--- config.mk ---
export PLATFORM = sky130hd
export DESIGN_NAME = ring_nic
export DESIGN_NICKNAME = d
export VERILOG_FILES = /design/src/rtl/ring_nic.sv
export SDC_FILE = /design/constraint.sdc
export NUM_CORES = 1
export LEC_CHECK = 0
export BUFFER_PORTS_ARGS = -buffer_cell sky130_fd_sc_hd__buf_2
export CAP_MARGIN = 30
export CORE_AREA = 2 2 166 168
export DETAILED_ROUTE_END_ITERATION = 8
export DIE_AREA = 0 0 168 170
export REMOVE_ABC_BUFFERS = 1
export SYNTH_ARGS = -nofsm -noshare
export SYNTH_HDL_FRONTEND = slang
export SYNTH_SLANG_ARGS = --single-unit
--- constraint.sdc ---
create_clock -name clk -period 2.5 [get_ports clk]
set_clock_uncertainty 0.05 [all_clocks]
set_input_delay 0.25 -clock clk [delete_from_list [all_inputs] [get_ports clk]]
set_output_delay 0.25 -clock clk [all_outputs]
set_load 0.005 [all_outputs]
--- src/rtl/ring_nic.sv ---
// ring_nic: one-packet-each-way network interface between a processing
// element and the PE port of a ring router. The PE sees four registers:
// input buffer, input status, output buffer and output status. Injection
// into the ring waits until the packet's VC bit matches the ring polarity.
module ring_nic #(
  parameter int DATA_W = 64
) (
  input  logic              clk,
  input  logic              reset,
  input  logic              polarity,
  input  logic [1:0]        addr,
  input  logic [DATA_W-1:0] d_in,
  output logic [DATA_W-1:0] d_out,
  input  logic              nicEn,
  input  logic              nicWrEn,
  output logic              net_so,
  input  logic              net_ro,
  output logic [DATA_W-1:0] net_do,
  input  logic              net_si,
  output logic              net_ri,
  input  logic [DATA_W-1:0] net_di
);

  localparam logic [1:0] ADDR_IN_BUF   = 2'b00;
  localparam logic [1:0] ADDR_IN_STAT  = 2'b01;
  localparam logic [1:0] ADDR_OUT_BUF  = 2'b10;
  localparam logic [1:0] ADDR_OUT_STAT = 2'b11;

  logic [DATA_W-1:0] in_buf_q,  in_buf_d;
  logic              in_full_q, in_full_d;
  logic [DATA_W-1:0] out_buf_q, out_buf_d;
  logic              out_full_q, out_full_d;
  logic [DATA_W-1:0] d_out_q,   d_out_d;

  logic              pe_rd;
  logic              pe_wr;

  // Router-facing handshakes come straight from registered state; net_so
  // also folds in the router's ready and the current VC phase.
  assign net_ri = ~in_full_q;
  assign net_do = out_buf_q;
  assign net_so = out_full_q & net_ro & (out_buf_q[DATA_W-1] == polarity);
  assign d_out  = d_out_q;

  assign pe_rd = nicEn & ~nicWrEn;
  assign pe_wr = nicEn &  nicWrEn;

  // Next-state for both channel buffers and the read register. Every
  // decision looks at the flags as they stood at the start of the cycle,
  // so a PE write racing a departing packet is dropped, and an arrival can
  // never coincide with a pop (one needs empty, the other full).
  always_comb begin
    in_buf_d   = in_buf_q;
    in_full_d  = in_full_q;
    out_buf_d  = out_buf_q;
    out_full_d = out_full_q;
    d_out_d    = d_out_q;

    // Router to NIC: accept only into an empty buffer; a send while full
    // is a router protocol error and is ignored.
    if (net_si && !in_full_q) begin
      in_buf_d  = net_di;
      in_full_d = 1'b1;
    end

    // NIC to router: the packet leaves on the cycle net_so is high.
    if (net_so) begin
      out_full_d = 1'b0;
    end

    // PE write: only the output buffer is writable, and only when empty.
    if (pe_wr && (addr == ADDR_OUT_BUF) && !out_full_q) begin
      out_buf_d  = d_in;
      out_full_d = 1'b1;
    end

    // PE read: registered, one cycle of latency. Popping an empty input
    // buffer returns its stale contents without touching any flag.
    if (pe_rd) begin
      unique case (addr)
        ADDR_IN_BUF: begin
          d_out_d = in_buf_q;
          if (in_full_q) begin
            in_full_d = 1'b0;
          end
        end
        ADDR_IN_STAT:  d_out_d = {{(DATA_W-1){1'b0}}, in_full_q};
        ADDR_OUT_BUF:  d_out_d = out_buf_q;
        ADDR_OUT_STAT: d_out_d = {{(DATA_W-1){1'b0}}, out_full_q};
        default:       d_out_d = d_out_q;
      endcase
    end
  end

  // State registers; reset discards any buffered packet in either direction.
  always_ff @(posedge clk) begin
    if (reset) begin
      in_buf_q   <= '0;
      in_full_q  <= 1'b0;
      out_buf_q  <= '0;
      out_full_q <= 1'b0;
      d_out_q    <= '0;
    end else begin
      in_buf_q   <= in_buf_d;
      in_full_q  <= in_full_d;
      out_buf_q  <= out_buf_d;
      out_full_q <= out_full_d;
      d_out_q    <= d_out_d;
    end
  end

endmodule

Word level (Yosys, flattened, before mapping)
Cells that the tools add are included.
{"block": "op_classes", "eq_ne": 4, "n_mux": 7, "n_bitwise": 6, "reduce_logical": 7}
{"op": "one-hot mux 64 bit (4 select lines)", "count": 1}
{"op": "two-way mux 1 bit", "count": 6}
{"op": "bitwise AND 1 bit", "count": 4}
{"op": "== test 2 bit (second input constant)", "count": 2}
{"op": "logical AND 1 bit", "count": 3}
{"op": "== test 2 x 1 -> 1 bit (second input constant)", "count": 1}
{"op": "zero test 1 bit", "count": 2}
{"op": "zero test 2 bit", "count": 1}
{"op": "NOT 1 bit", "count": 2}
{"op": "nonzero test 2 bit", "count": 1}
{"op": "== test 1 bit", "count": 1}
{"block": "totals", "reg_bits": 194, "in_bits": 137, "out_inout_bits": 130, "elab_cells": 29}

Logic depth before layout (Yosys ltp)
{"block": "logic_depth", "word_depth": 6, "ltp_mapped": 5, "ltp_nobuf": 3}

Worst setup path before layout
OpenSTA, ideal clock, no wires.
{"block": "synth_path", "path_type": "input to register", "startpoint": "input port addr[0]", "endpoint": "register d_out_q[10] (netlist: d_out[10])", "arrival_ns": 1.312, "required_ns": 2.391, "slack_ns": 1.079, "stages": 4, "path_buffers": 1, "cell_sequence": "or3b_4 nor3_4 buf_6 a221o_1"}
{"block": "synth_via", "elab_chain_cells": 2, "elab_cells_between_ends": 5}
{"element": "start, declared", "line_no": "11", "text": "input logic [1:0] addr,"}
{"element": "== test 2 bit (tied with other cells)", "line_no": "80", "text": "unique case (addr)"}
{"element": "one-hot mux 64 bit (4 select lines) (*)", "line_no": "80"}
{"element": "end signal, assigned", "line_no": "108", "text": "d_out_q <= d_out_d;"}
{"element": "end, declared", "line_no": "33", "text": "logic [DATA_W-1:0] d_out_q, d_out_d;"}
Mark *: on every way between the ends. The rest lies on a longest branch, timed or not.
A chain may end at the register's enable or synchronous reset.

Final worst setup path
{"block": "layout_path", "startpoint": "register out_buf_q[63] (netlist: net_do[63])", "endpoint": "output port net_so"}
{"block": "layout_via", "elab_chain_cells": 2}
{"element": "start, declared", "line_no": "31", "text": "logic [DATA_W-1:0] out_buf_q, out_buf_d;"}
{"element": "start signal, assigned", "line_no": "106", "text": "out_buf_q <= out_buf_d;"}
{"element": "== test 1 bit", "line_no": "42", "text": "assign net_so = out_full_q & net_ro & (out_buf_q[DATA_W-1] == polarity);"}
{"element": "bitwise AND 1 bit", "line_no": "42"}
{"element": "end, declared", "line_no": "16", "text": "output logic net_so,"}
No other way between the ends.

==> impl_metrics.toml <==
[power]
p_switching_uw = 1614
power.density_mw_per_mm2 = 622.8
switching_share = 0.2530
seq_power_share = 0.508
vdd_drop_max_v = 0.0003837
comb_power_share = 0.090
p_leak_uw = 0.004304
pwr-share-clk = 0.401
intPower_uw = 4764

[route]
drt-total-wl_mm = 21.76
drt-initial-drc-count = 320
wl_per_cell_um = 15.42
firstDrtPassIters = 4
ant_nets = 0
vias = 6528
vias_per_cell = 4.627
drc_errors = 0

[critical_path]
slowest_delay_ns = 0.40
cp_top_family = "flip-flops"
r2r-start = "in_full_q$_SDFF_PP0_"
path_max_fanout = 4
crit_end = "net_so"
r2r_setup_slack_ns = 1.06
crit_buf_inv = 1
crit_type = "reg -> out"
cpMaxStageDelayCell = "dfxtp_1"
cp.required_ns = 2.20
critPathCaptureType = "output pin"
critical_path_depth = 3
r2r_end = "in_buf_q[40]$_SDFFE_PP0P_"
ff2ff_path_depth = 4
worstSetupStartpointType = "register"
crit_arrival_ns = 1.24
cp_cell_sequence = "xnor2_1 -> and3_1 -> buf_2"
startpoint = "net_do[63]$_SDFFE_PP0P_"

[timing]
min_period_ns = 1.536
maxSlewHeadroom = 0.7000
clock.fmax_mhz = 651.1
timing_hold_violations_final = 0
whs_ns = 0.02491
drv_slew = 0
tightest_slew_ns = 0.4500
grt_setup_unrepaired = "no"
finalCritPeriodShare = 0.6144
finalSetupViolations = 0
finalWorstSetupSlack_ns = 0.9641

[min_path]
hold_depth = 3
hold_class = "in -> reg"

[global_routing]
gr-total-overflow = 0
grt_pass1_wl_mm = 34.12
grt_max_degree = 74
grt_pass1_vias = 6270
grtUsageTotal = 0.1497
antenna_found_initial = 1

[cts]
numCtsBuffers = 17
htreeDepth = 4
clkLatencyLatePin_ns = 0.42
post_cts_buffers = 0
clock_path_buffers = 2
ctsRootBufferMaster = "clkbuf_16"
cts.sinks = 194
tritoncts = "built"
clk_pin_slew_ns = 0.07

[yosys]
netlist_area_mm2 = 0.007886
ys_ff_latch = 194
synth_seq_area_share = 0.4925
synth.avg_cell_area_um2 = 9.907
synth-warning-count = 0
yosysUniqueCellTypes = 31
syn-instance-count = 796

[floorplanning]
ioPinCount = 267
core_mm2 = 0.02665
die_area_mm2 = 0.02856
rows = 60
die_y_um = 170
die_x_um = 168
start_util = 0.2959

[layout]
finalNetCount = 1193
finalInstanceArea_mm2 = 0.01024
drive_above_1_share = 0.2956
area_delta_synth_final_pct = 29.86

[run]
drv_cap = 0

[placement]
portBuffers = 266
placed_cell_area_mm2 = 0.009369
dpl_worst_slack_ns = 0.7606
place_congestion = 0.7407
dpl.hpwl_mm = 13.97

[outcome]
status = "completed"
[final cells by class]
| type | count | area [µm²] |
|---|---|---|
| Multi-Input combinational cell | 530 | 3536 |
| Tap cell | 341 | 426.7 |
| Antenna cell | 1 | 2.502 |
| Timing Repair Buffer | 311 | 1846 |
| Inverter | 2 | 7.507 |
| Fill cell | 2688 | 16410 |
| Clock buffer | 20 | 436.7 |
| Sequential cell | 194 | 3884 |
| Clock inverter | 12 | 102.6 |
[layer usage]
layer,vias to the layer above,GRT usage,part of all wire,routed length (µm)
met2,165,0.2483,0.47,10170
met4,0,0.04045,0.010,220
met1,3065,0.1933,0.47,10160
met3,12,0.03884,0.056,1215
li1,3286,-,-,-
met5,-,0,0,0
[state kept, by name, indices dropped and copies added (netlist names)]
signal,flops
d_out,64
in_buf_q,64
in_full_q,1
net_do,64
out_full_q,1
[cell usage after synthesis]
cell | instances | area (µm²)
a211oi_1 | 1 | 7.510
a21boi_0 | 1 | 7.510
a21oi_1 | 65 | 325.3
a221o_1 | 63 | 630.6
and3_1 | 1 | 6.260
buf_1 | 3 | 11.26
buf_2 | 11 | 55.05
buf_6 | 12 | 135.1
buf_8 | 3 | 45.04
clkbuf_1 | 32 | 120.1
clkbuf_8 | 9 | 123.9
dfxtp_1 | 194 | 3884
inv_1 | 2 | 7.510
mux2i_1 | 64 | 640.6
nand2_1 | 128 | 480.5
nand2b_1 | 129 | 807.0
nand3_1 | 1 | 5.000
nand4b_1 | 1 | 8.760
nor2_1 | 1 | 3.750
nor2b_1 | 2 | 12.51
nor2b_2 | 1 | 8.760
nor3_1 | 1 | 5.000
nor3_4 | 1 | 16.27
nor3b_1 | 63 | 473.0
nor3b_2 | 1 | 12.51
o21ai_0 | 1 | 5.000
o21ba_1 | 1 | 10.01
o21bai_1 | 1 | 7.510
o221a_2 | 1 | 11.26
or3b_4 | 1 | 11.26
xnor2_1 | 1 | 8.760
[timing repair]
action | in CTS | in global routing
endpoints found under the hold margin | 33 | 0
resized for setup | 0 | 0
hold buffers | 33 | 0
[tightest hold or removal path, delay by kind of cell]
family,cells,cell delay (ns)
buf+inv,1,0.10
compound gates,1,0.05
simple gates,1,0.05
[power groups by stage]
stage	clock, µW	combinational (µW)	sequential, µW
final	2560	575	3240
after global routing	2780	640	3260
after CTS	2670	586	3240
after detailed placement	0	544	3320
after global placement	0	538	3310
after floorplan	0	246	3300
[layout by cell type, fill, tap and decap left out, types with 17 or more instances in the layout]
cell           synthesis  routed
dfxtp_1              194     194
clkbuf_16              0      17
nand2_1              128     128
nand2b_1             129     128
buf_2                 11     265
a221o_1               63      63
a21oi_1               65      65
nor3b_1               63      63
mux2i_1               64      64
dlygate4sd3_1          0      33
[metrics by stage]
| step | cells | TNS [ns] | util | total power [µW] |
|---|---|---|---|---|
| 6_report | 1411 | 0 | 0.3843 | 6378 |
| 5_1_grt | 1410 | 0 | 0.3842 | 6675 |
| 4_1_cts | 1410 | 0 | 0.3842 | 6497 |
| 3_5_place_dp | 1345 | 0 | 0.3515 | 3860 |
| 3_3_place_gp | 1345 | 0 | 0.3515 | 3850 |
| 2_1_floorplan | 726 | -201.19 | - | 3550 |
[worst min path at each step]
| stage | endpoint | slack (ns) | start |
|---|---|---|---|
| 2_1_floorplan | in_buf_q[0]$_SDFFE_PP0P_ | 0.27 | reset |
| 3_3_place_gp | in_buf_q[48]$_SDFFE_PP0P_ | 0.39 | in_buf_q[48]$_SDFFE_PP0P_ |
| 3_5_place_dp | in_buf_q[22]$_SDFFE_PP0P_ | 0.40 | in_buf_q[22]$_SDFFE_PP0P_ |
| 4_1_cts | in_buf_q[50]$_SDFFE_PP0P_ | 0.0005 | net_di[50] |
| 5_1_grt | in_buf_q[11]$_SDFFE_PP0P_ | 0.005 | net_di[11] |
| 6_report | in_buf_q[25]$_SDFFE_PP0P_ | 0.02 | net_di[25] |
[logic make-up after synthesis]
group	share of synthesized area
flops	0.4925
compound gates	0.1274
simple gates	0.2346
buf+inv	0.06314
xor+xnor	0.001111
mux	0.08123
(Power assumes the default switching activity.)
